==> src/rtl/alu_operand_stage_pkg.sv <==
// alu_operand_stage_pkg
// Shared definitions for the operand-fetch stage that feeds the ALU.
// Holds the word/register-address/opcode widths, the opcode constants
// shared with the ALU, the output-slot state encoding and a small helper
// that turns a register address into a one-hot pending-bit mask.
package alu_operand_stage_pkg;

   localparam int WIDTH = 16;
   localparam int NREG  = 16;
   localparam int AW    = 4;
   localparam int OPW   = 5;

   typedef logic [WIDTH-1:0] word_t;
   typedef logic [AW-1:0]    regaddr_t;
   typedef logic [OPW-1:0]   aluop_t;

   localparam aluop_t OP_ADD  = 5'd0;
   localparam aluop_t OP_SUB  = 5'd1;
   localparam aluop_t OP_AND  = 5'd2;
   localparam aluop_t OP_OR   = 5'd3;
   localparam aluop_t OP_XOR  = 5'd4;
   localparam aluop_t OP_SHL  = 5'd5;
   localparam aluop_t OP_SHR  = 5'd6;
   localparam aluop_t OP_PASS = 5'd7;

   typedef enum logic {
      SLOT_EMPTY = 1'b0,
      SLOT_FULL  = 1'b1
   } slot_e;

   // One-hot mask for a register; r0 maps to an empty mask so it can never
   // become pending or be cleared.
   function automatic logic [NREG-1:0] regMask(input regaddr_t addr);
      logic [NREG-1:0] mask;
      mask = '0;
      if (addr != '0) mask[addr] = 1'b1;
      return mask;
   endfunction

endpackage

==> src/rtl/alu_operand_stage_regfile_2r1w.sv <==
// regfile_2r1w
// 16-entry register file with two combinational read ports and one write
// port. A read of the register being written this cycle returns the write
// data. r0 always reads zero and ignores writes.
// Ports:
//   clk_i            clock, rising edge
//   reset_i          synchronous active-high reset, clears r1..r15
//   we_i/waddr_i/wdata_i   write port
//   raddrA_i/rdataA_o      read port A
//   raddrB_i/rdataB_o      read port B
module regfile_2r1w
   import alu_operand_stage_pkg::*;
(
   input  logic     clk_i,
   input  logic     reset_i,
   input  logic     we_i,
   input  regaddr_t waddr_i,
   input  word_t    wdata_i,
   input  regaddr_t raddrA_i,
   output word_t    rdataA_o,
   input  regaddr_t raddrB_i,
   output word_t    rdataB_o
);

   word_t regs_q [NREG];

   logic writeLive;

   // A write to r0 is discarded; writes are also dropped in a reset cycle.
   assign writeLive = we_i && (waddr_i != '0);

   // Storage update; reset wins over a same-cycle write.
   always_ff @(posedge clk_i) begin
      if (reset_i) begin
         for (int i = 0; i < NREG; i++) regs_q[i] <= '0;
      end else if (writeLive) begin
         regs_q[waddr_i] <= wdata_i;
      end
   end

   // Read ports with write-through bypass so a dependent instruction can be
   // accepted in the same cycle its source is written back.
   always_comb begin
      rdataA_o = regs_q[raddrA_i];
      if (raddrA_i == '0)                           rdataA_o = '0;
      else if (writeLive && (waddr_i == raddrA_i))  rdataA_o = wdata_i;

      rdataB_o = regs_q[raddrB_i];
      if (raddrB_i == '0)                           rdataB_o = '0;
      else if (writeLive && (waddr_i == raddrB_i))  rdataB_o = wdata_i;
   end

endmodule

==> src/rtl/alu_operand_stage.sv <==
// alu_operand_stage
// Operand-fetch stage directly upstream of the ALU. Accepts decoded
// instructions over valid/ready, reads (with writeback bypass) the source
// operands, stalls on pending-write hazards via a scoreboard, and holds the
// operands in an output register presented to the ALU.
// Ports:
//   clk, reset                        clock, synchronous active-high reset
//   in_valid/in_ready                 instruction handshake (ready is comb.)
//   in_op, in_rd, in_rs, in_rt        opcode, destination, sources
//   in_imm, in_useimm                 immediate replaces rt for Y when set
//   out_valid/out_ready               operand handshake to the ALU
//   X, Y, ALUop, out_rd               registered operands, opcode, dest
//   wb_en, wb_rd, wb_data             ALU result writeback
module alu_operand_stage
   import alu_operand_stage_pkg::*;
(
   input  logic     clk,
   input  logic     reset,
   input  logic     in_valid,
   output logic     in_ready,
   input  aluop_t   in_op,
   input  regaddr_t in_rd,
   input  regaddr_t in_rs,
   input  regaddr_t in_rt,
   input  word_t    in_imm,
   input  logic     in_useimm,
   output logic     out_valid,
   input  logic     out_ready,
   output word_t    X,
   output word_t    Y,
   output aluop_t   ALUop,
   output regaddr_t out_rd,
   input  logic     wb_en,
   input  regaddr_t wb_rd,
   input  word_t    wb_data
);

   slot_e           slot_q, slot_d;
   logic [NREG-1:0] pending_q, pending_d;
   word_t           x_q, x_d, y_q, y_d;
   aluop_t          op_q, op_d;
   regaddr_t        rd_q, rd_d;

   word_t           rsValue, rtValue;
   logic [NREG-1:0] livePending;
   logic            hazard;
   logic            accept;

   regfile_2r1w u_regfile (
      .clk_i    (clk),
      .reset_i  (reset),
      .we_i     (wb_en),
      .waddr_i  (wb_rd),
      .wdata_i  (wb_data),
      .raddrA_i (in_rs),
      .rdataA_o (rsValue),
      .raddrB_i (in_rt),
      .rdataB_o (rtValue)
   );

   assign out_valid = (slot_q == SLOT_FULL);
   assign X         = x_q;
   assign Y         = y_q;
   assign ALUop     = op_q;
   assign out_rd    = rd_q;

   // Hazard detection against the scoreboard. A bit being cleared by this
   // cycle's writeback no longer blocks, since the read path forwards it.
   // rd is checked as well so two writes to one register stay ordered.
   always_comb begin
      livePending = pending_q & ~(wb_en ? regMask(wb_rd) : '0);
      hazard      = livePending[in_rs]
                  | (!in_useimm && livePending[in_rt])
                  | livePending[in_rd];
      in_ready    = !reset && (!out_valid || out_ready) && !hazard;
      accept      = in_valid && in_ready;
      // Setting after clearing lets a new claim win over a same-cycle release.
      pending_d   = livePending | (accept ? regMask(in_rd) : '0);
   end

   // Output slot next state and operand register load.
   always_comb begin
      slot_d = slot_q;
      x_d    = x_q;
      y_d    = y_q;
      op_d   = op_q;
      rd_d   = rd_q;
      case (slot_q)
         SLOT_EMPTY: if (accept) slot_d = SLOT_FULL;
         SLOT_FULL:  if (out_ready && !accept) slot_d = SLOT_EMPTY;
         default:    slot_d = SLOT_EMPTY;
      endcase
      if (accept) begin
         x_d  = rsValue;
         y_d  = in_useimm ? in_imm : rtValue;
         op_d = in_op;
         rd_d = in_rd;
      end
   end

   // State registers; reset drops the in-flight instruction and scoreboard.
   always_ff @(posedge clk) begin
      if (reset) begin
         slot_q    <= SLOT_EMPTY;
         pending_q <= '0;
         x_q       <= '0;
         y_q       <= '0;
         op_q      <= '0;
         rd_q      <= '0;
      end else begin
         slot_q    <= slot_d;
         pending_q <= pending_d;
         x_q       <= x_d;
         y_q       <= y_d;
         op_q      <= op_d;
         rd_q      <= rd_d;
      end
   end

endmodule

==> config.mk <==
export PLATFORM = sky130hd
export DESIGN_NAME = alu_operand_stage
export DESIGN_NICKNAME = d
export VERILOG_FILES = /design/src/rtl/alu_operand_stage_pkg.sv /design/src/rtl/alu_operand_stage_regfile_2r1w.sv /design/src/rtl/alu_operand_stage.sv
export SDC_FILE = /design/constraint.sdc
export NUM_CORES = 1
export LEC_CHECK = 0
export ABC_AREA = 0
export BUFFER_PORTS_ARGS = -buffer_cell sky130_fd_sc_hd__buf_2
export CORE_MARGIN = 2
export CORE_UTILIZATION = 40
export CTS_BUF_LIST = sky130_fd_sc_hd__clkbuf_16
export DETAILED_ROUTE_END_ITERATION = 16
export HOLD_SLACK_MARGIN = 0.03
export PLACE_DENSITY = 0.57
export SLEW_MARGIN = 20
export SYNTH_ARGS = -nofsm -noshare
export SYNTH_HDL_FRONTEND = slang
export SYNTH_SLANG_ARGS = --single-unit
export TNS_END_PERCENT = 100
==> constraint.sdc <==
create_clock -name clk -period 3.2 [get_ports clk]
set_input_delay 0.16 -clock clk [delete_from_list [all_inputs] [get_ports clk]]
set_output_delay 0.16 -clock clk [all_outputs]
set_load 0.03 [all_outputs]
==> results of run 1 <==
[state kept, by name, indices dropped and copies added (netlist names)]
name              count
u_regfile.regs_q    256
out_valid             1
Y                    16
pending_q            15
X                    16
ALUop                 5
out_rd                4
[logic make-up (layout without fill, tap and decap cells)]
| group | Yosys count | in the layout | synth area share, % |
|---|---|---|---|
| xor+xnor | 8 | 8 | 0.415 |
| buf+inv | 119 | 254 | 3.25 |
| other cells | 1 | 16 | 0.0222 |
| compound gates | 131 | 131 | 5.82 |
| mux | 205 | 205 | 25.0 |
| flops | 313 | 313 | 52.3 |
| simple gates | 371 | 371 | 13.3 |
[metal layers]
layer,vias to the layer above,part of all wire (%),routed length (um)
met1,5763,42,21800
met3,101,7.0,3660
met5,-,0,0
met4,0,2.7,1400
li1,4757,-,-
met2,473,48,25200
[synthesized netlist by cell type, drive strengths merged, types with 3 or more instances]
master / instances
edfxtp: 256
and2: 240
mux4: 164
clkbuf: 73
dfxtp: 57
buf: 38
nor2: 37
nor2b: 28
o21ai: 27
mux2: 23
mux2i: 18
and3: 17
a221oi: 16
a311oi: 16
a31oi: 16
o211ai: 12
o32ai: 12
nand2: 11
inv: 8
nand2b: 8
xor2: 8
o2111ai: 7
nor4: 6
or2: 6
nand3: 4
nand3b: 4
nor3: 4
o311ai: 4
a211oi: 3
o22ai: 3
[worst paths after layout]
kind                                  to                startpoint  slack (ns)  cells after the start
setup / recovery                in_ready                  in_rd[0]        0.38                     10
hold / removal        Y[13]$_SDFFE_PP0P_                in_imm[13]        0.07                      3
setup reg to reg       X[1]$_SDFFE_PP0P_  pending_q[15]$_SDFF_PP0_        0.72                      7
hold reg to reg   out_rd[2]$_SDFFE_PP0P_    out_rd[2]$_SDFFE_PP0P_        0.49                      1
[through the flow]
step	cells	util [%]	hold slack, ns
floorplan	1163	-	0.303
global placement	1767	44.0	0.389
detailed placement	1767	44.0	0.392
CTS	1837	47.0	0.0535
global route	1837	47.0	0.0841
finish	1837	47.0	0.0705
[cell type report]
| cell class | count | share of cell area [%] |
|---|---|---|
| Sequential cell | 313 | 44.9 |
| Multi-Input combinational cell | 731 | 39.0 |
| Timing Repair Buffer | 184 | 6.61 |
| Clock buffer | 36 | 4.58 |
| Tap cell | 539 | 3.43 |
| Clock inverter | 26 | 1.30 |
| Inverter | 8 | 0.153 |
[what timing repair did]
action | in CTS | in global routing
endpoints found under the setup margin | 0 | 1
resized for setup | 0 | 2
hold buffers | 8 | 0
endpoints found under the hold margin | 8 | 0
[critical path, cell delays in order]
cell	delay, ns
dlygate4sd3_1	0.54
buf_2	0.19
nand2b_1	0.27
a211o_1	0.16
a21boi_1	0.09
nor4_2	0.34
o211ai_1	0.22
nor3_2	0.20
buf_4	0.25
buf_2	0.23
[power breakdown]
| part | total [mW] | internal [mW] | switching (mW) |
|---|---|---|---|
| sequential | 4.76 | 4.64 | 0.113 |
| clock | 4.13 | 2.45 | 1.69 |
| combinational | 1.45 | 0.652 | 0.797 |
==> impl_metrics.toml, run 1 <==
[outcome]
status = "finished, final reports clean"

[grt]
met1_usage_pct = 32.9
antenna_found_initial = 2
grt_pass1_vias = 11300
gr-total-overflow = 0
met3_usage_pct = 3.49
gr-usage-met2_pct = 40.1
grt-busiest-layer = "met2"
track_usage_pct = 24.0
grt_pass1_wl_um = 76800
grt_max_degree = 69

[synthesis]
synth_area_leaders = "edfxtp_1, mux4_2, and2_1"
synth_seq_area_share_pct = 52.3
ys_seq_elements = 313
synth.largest_area_cell = "edfxtp_1"
synth_edf_count = 256
synth_top_area_share_pct = 45.5
synth-main-ff-cell = "edfxtp_1"
synth-async-reset-ratio_pct = 0
yosys_warnings = 0
netlist_area_mm2 = 0.0169
synth.distinct_cells = 61
syn_inst = 1148
syn_area_per_cell_um2 = 14.7

[sta]
max_slew_margin_pct = 45.3
finClkSkew_ns = 0.0202
period_share_pct = 88.2
period_minus_slack_ns = 2.82
drv_slew = 0
fmax_mhz = 354
rsz0062_at_grt = "false"
worst_pin_slew_ns = 0.818
finalSetupViolations = 0
hold_viol_final = 0
fin_setup_tns_ns = 0
worst_slack_ns = 0.377

[setup_path]
crit_required_ns = 3.04
cp_max_fo = 17
arrival_ns = 2.66
path_class = "input port to output port"
worstSetupEndpointType = "output port"
start_kind = "input port"

[die]
initial_core_util_pct = 40.4
die_w_um = 209
row_count = 75
die_area_mm2 = 0.0439
fp.dieH_um = 209
ios = 102
coreArea_mm2 = 0.0419

[final_layout]
fillCellCount = 3606
multi_input_area_mm2 = 0.00767
nNetsFinal = 1332
regArea_mm2 = 0.00883
drive_gt1_share_pct = 34.4
final_common_cell = "edfxtp_1"
area_growth_pct = 16.4
final_cell_mix = "edfxtp_1, and2_1, mux4_2, buf_2, buf_4"
finish.instance_area_mm2 = 0.0197
diodes = 0

[clock_network]
cts_max_level = 2
clk_path_buf_depth = 3
tritoncts = "yes"
clk_latency_ns = 0.54
numClockSinks = 313
cts_root_buf = "clkbuf_16"
clkTransAtPathRegs_ns = 0.06
numCtsBuffers = 35
cts_setup_buffers = 0

[power_and_ir_drop]
p_leak_nw = 7.03
power_mw = 10.3
power_density_mw_per_mm2 = 526
peakVddDrop_v = 0.000270

[routing]
drt_iter0_markers = 1387
drt_pass1_iterations = 5
ant_nets = 0
routedWlPerCell_um = 28.4
finalWirelength_um = 52100
vias_per_cell = 6.04
drc_errors = 0
via_count = 11100

[worst_hold_path]
min_path_type = "input port to register"

[placed_design]
portBuffers = 101
pre_cts_slack_ns = 0.109
dpl.hpwl_um = 32800
placed_area_mm2 = 0.0184
place_congestion = 0.875

[flow_run]
max_cap_violations = 0
Note: power is estimated with default switching activity, not from simulation.
==> run 2: changes to the inputs <==
--- a/config.mk
+++ b/config.mk
@@ -13,6 +13,6 @@
 export DETAILED_ROUTE_END_ITERATION = 16
 export HOLD_SLACK_MARGIN = 0.03
-export PLACE_DENSITY = 0.57
-export SLEW_MARGIN = 20
+export PLACE_DENSITY = 0.59
+export SLEW_MARGIN = 10
 export SYNTH_ARGS = -nofsm -noshare
 export SYNTH_HDL_FRONTEND = slang
==> constraint.sdc (replaced) <==
create_clock -name clk -period 2.5 [get_ports clk]
set_input_delay 0.125 -clock clk [delete_from_list [all_inputs] [get_ports clk]]
set_output_delay 0.125 -clock clk [all_outputs]
set_load 0.05 [all_outputs]
==> impl_metrics.toml, run 2 (synthesis results as in run 1) <==
[sta]
period_minus_slack_ns = 2.41
hold_viol_final = 0
fin_setup_tns_ns = 0
drv_slew = 0
finClkSkew_ns = 0.0203
max_slew_margin_pct = 60.0
worst_pin_slew_ns = 0.600
fmax_mhz = 414
rsz0062_at_grt = "false"
finalSetupViolations = 0
period_share_pct = 96.5

[grt]
grt_pass1_vias = 11400
gr-total-overflow = 0
grt_pass1_wl_um = 75500
antenna_found_initial = 0
grt_max_degree = 68
track_usage_pct = 23.3

[clock_network]
cts_root_buf = "clkbuf_16"
tritoncts = "yes"
cts_max_level = 2
numClockSinks = 313
numCtsBuffers = 35
clk_path_buf_depth = 3
clkTransAtPathRegs_ns = 0.06
clk_latency_ns = 0.54

[routing]
via_count = 11300
vias_per_cell = 5.95
top_layer = "met4"
routedWlPerCell_um = 26.5
drt_iter0_markers = 1466
met1Wirelength_um = 21500
ant_nets = 0
finalWirelength_um = 50400
drc_errors = 0
wl_met3_um = 3540
drt_pass1_iterations = 5
wl_met2_um = 24200

[final_layout]
fillCellCount = 3619
largest_reg_flops = 256
area_growth_pct = 19.9
largest-register = "u_regfile.regs_q"
multi_input_area_mm2 = 0.00767
final_cell_mix = "edfxtp_1, and2_1, mux4_2, buf_4, buf_2"
drive_gt1_share_pct = 37.4
regArea_mm2 = 0.00883
diodes = 0
final_common_cell = "edfxtp_1"
nNetsFinal = 1391
final_core_util_pct = 48.4

[setup_path]
max_stage_delay_ns = 0.48
crit_required_ns = 2.38
crit_slowest_cell = "mux4_2"
arrival_ns = 2.29
path_class = "register to output port"
worstSetupEndpointType = "output port"
worstPathCellList = "o21ai_1, mux4_2, and3b_4, nor4_4, nor3_4, buf_6"
start_kind = "register"
cp_max_fo = 3

[placed_design]
portBuffers = 101
dpl.hpwl_um = 34500
place_congestion = 0.897

[power_and_ir_drop]
p_leak_nw = 7.35
power_density_mw_per_mm2 = 664
peakVddDrop_v = 0.000510
power_mw = 13.5

[outcome]
status = "finished, final reports clean"

[die]
die_area_mm2 = 0.0439
die_w_um = 209
initial_core_util_pct = 40.4
coreArea_mm2 = 0.0419
row_count = 75
ios = 102
fp.dieH_um = 209

[flow_run]
max_cap_violations = 0

[worst_hold_path]
min_path_type = "input port to register"
==> run 2: cell count changes in the layout (fill, tap and decap cells not counted), sizes merged <==
cell,before,now
dlygate4sd3,8,13
bufinv,5,4
clkinvlp,1,0
clkbuf,36,38
clkinv,12,17
buf,176,230
inv,16,12
==> run 2: power breakdown <==
group          switching (mW)  internal, mW  leakage, nW
Sequential              0.145          5.94         2.91
Combinational            1.12         0.915         3.84
Clock                    2.18          3.16        0.597
Total                    3.44          10.0         7.35
==> run 2: cell type report <==
class	count	share of cell area [%]
Tap cell	539	3.33
Sequential cell	313	43.6
Inverter	8	0.148
Multi-Input combinational cell	731	37.9
Clock inverter	25	1.12
Clock buffer	38	4.69
Timing Repair Buffer	243	9.25
==> run 2: path summary, 6_finish.rpt <==
path,from,end,slack [ns],cells past startpoint
min reg2reg,out_rd[0]$_SDFFE_PP0P_,out_rd[0]$_SDFFE_PP0P_,0.49,1
max reg2reg,pending_q[11]$_SDFF_PP0_,out_rd[3]$_SDFFE_PP0P_,0.10,7
max,pending_q[11]$_SDFF_PP0_,in_ready,0.09,6
min,in_imm[3],Y[3]$_SDFFE_PP0P_,0.05,3
==> run 2: layer usage <==
| layer | GRT usage, % | vias up |
|---|---|---|
| li1 | - | 4868 |
| met1 | 32.6 | 5873 |
| met2 | 38.0 | 473 |
| met3 | 4.25 | 75 |
| met4 | 5.77 | 0 |
| met5 | 0 | - |
==> run 2: what timing repair did <==
item,4_1_cts,5_1_grt
gates resized for setup,9,3
hold buffers,13,0
buffers inserted,1,1
endpoints found under the setup margin,1,1
pin swaps,2,1
hold endpoints to repair,17,0
gates cloned,0,0
==> run 2: worst max-delay path, delay by kind of cell (launching register included) <==
family | cells | cell delay (ns)
AND/OR/NAND/NOR | 3 | 0.68
multiplexers | 1 | 0.48
flip-flops | 1 | 0.33
buffers and inverters | 1 | 0.17
AO/OA/AOI/OAI | 1 | 0.10
==> run 2: stage by stage <==
| stage | setup WS, ns | hold slack, ns | instances | cell area (um^2) |
|---|---|---|---|---|
| 2_1_floorplan | 0.0348 | 0.268 | 1163 | 16900 |
| 3_3_place_gp | -0.0919 | 0.353 | 1820 | 18900 |
| 3_5_place_dp | -0.115 | 0.360 | 1820 | 18900 |
| 4_1_cts | 0.0463 | 0.0353 | 1896 | 20200 |
| 5_1_grt | 0.0183 | 0.0927 | 1897 | 20300 |
| 6_report | 0.0873 | 0.0524 | 1897 | 20300 |
==> run 3: changes to the inputs <==
Settings changed: CAP_MARGIN from default to 20, REMOVE_ABC_BUFFERS from default to 1.
==> impl_metrics.toml, run 3 (synthesis results as in run 1) <==
[routing]
vias_per_cell = 6.05
ant_nets = 0
drt_iter0_markers = 1280
drc_errors = 0
drt_pass1_iterations = 6
finalWirelength_um = 56200
routedWlPerCell_um = 29.1
via_count = 11700

[sta]
finalSetupViolations = 0
finClkSkew_ns = 0.0202
period_share_pct = 98.2
hold_slack_ns = 0.0477
hold_viol_final = 0
fmax_mhz = 407
drv_slew = 0
fin_setup_tns_ns = 0
max_slew_margin_pct = 63.5
worst_pin_slew_ns = 0.545
period_minus_slack_ns = 2.46
worst_slack_ns = 0.0443

[die]
coreArea_mm2 = 0.0419
initial_core_util_pct = 40.4
ios = 102
die_area_mm2 = 0.0439
fp.dieH_um = 209
die_w_um = 209
row_count = 75

[final_layout]
finish.instance_area_mm2 = 0.0205
multi_input_area_mm2 = 0.00772
finalNonFillerCells = 1932
final_cell_mix = "edfxtp_1, and2_1, mux4_2, buf_4, buf_2"
nNetsFinal = 1420
regArea_mm2 = 0.00883
drive_gt1_share_pct = 39.4
largest-register = "u_regfile.regs_q"
area_growth_pct = 21.4
final_core_util_pct = 49.0
final_common_cell = "edfxtp_1"
fillCellCount = 3605
largest_reg_flops = 256

[clock_network]
tritoncts = "yes"
clk_path_buf_depth = 3
clk_latency_ns = 0.55
numCtsBuffers = 38
numClockSinks = 313
cts_max_level = 2
clkTransAtPathRegs_ns = 0.06
cts_root_buf = "clkbuf_16"

[setup_path]
cp_max_fo = 2
start_kind = "register"
crit_required_ns = 2.38
path_class = "register to output port"
worstSetupEndpointType = "output port"
arrival_ns = 2.33

[power_and_ir_drop]
p_leak_nw = 7.51
power_mw = 13.6
power_density_mw_per_mm2 = 665
peakVddDrop_v = 0.000425

[grt]
antenna_found_initial = 1
gr-total-overflow = 0
grt_pass1_wl_um = 81600
grt_max_degree = 31
grt_pass1_vias = 11800
track_usage_pct = 26.0

[placed_design]
portBuffers = 101
placed_area_mm2 = 0.0190
dp.cells = 1846
dpl.hpwl_um = 38200
pre_cts_slack_ns = -0.0497
place_congestion = 0.896

[worst_hold_path]
min_path_type = "input port to register"

[outcome]
status = "finished, final reports clean"

[flow_run]
max_cap_violations = 0
run 3: changes by cell type in the layout (fill, tap and decap cells not counted), moves of 3 or more:
cell	delta
clkinv_4	+3
clkinv_1	-3
clkbuf_16	+3
inv_1	+7
buf_12	-5
buf_4	+33
run 3: timing repair:
| action | CTS | global route |
|---|---|---|
| resized for setup | 12 | 11 |
| buffers inserted | 2 | 1 |
| pin swaps | 7 | 4 |
| hold buffers | 12 | 0 |
| endpoints found under the hold margin | 20 | 0 |
| endpoints found under the setup margin | 1 | 1 |
run 3: path summary, 6_finish.rpt:
| kind | cells after the start | start | end | slack (ns) |
|---|---|---|---|---|
| max | 7 | pending_q[11]$_SDFF_PP0_ | in_ready | 0.04 |
| min | 3 | in_imm[1] | Y[1]$_SDFFE_PP0P_ | 0.05 |
| max reg2reg | 7 | pending_q[11]$_SDFF_PP0_ | out_rd[3]$_SDFFE_PP0P_ | 0.11 |
| min reg2reg | 1 | out_rd[0]$_SDFFE_PP0P_ | out_rd[0]$_SDFFE_PP0P_ | 0.49 |
run 3: cell type report:
cell class              count  share of cell area [%]
repair buffers            269                    9.78
well taps                 539                    3.29
inverters                   8                   0.146
clock inverters            29                    1.06
diodes                      2                  0.0244
multi-input cells         731                    37.6
clock buffers              41                    5.00
flip-flops and latches    313                    43.1
run 3: where the power goes:
group          total (mW)  internal (mW)  switching (mW)  leakage, nW
Combinational        2.02          0.918            1.10         3.95
Sequential           6.11           5.94           0.166         2.91
Clock                5.51           3.27            2.24        0.647
Total                13.6           10.1            3.51         7.51
run 3: layer usage:
| metal | wire, um | global-route usage (%) |
|---|---|---|
| met3 | 4530 | 4.14 |
| met4 | 1650 | 8.17 |
| met5 | 0 | 0 |
| met2 | 26200 | 41.5 |
| met1 | 23800 | 36.9 |
run 3: worst max-delay path: stages, from the launching register on:
cell and delay (ns):
dfxtp_2 0.34, o21ai_1 0.09, mux4_2 0.49, and3b_4 0.21
buf_4 0.14, nor4_4 0.28, nor3_4 0.08, buf_12 0.17
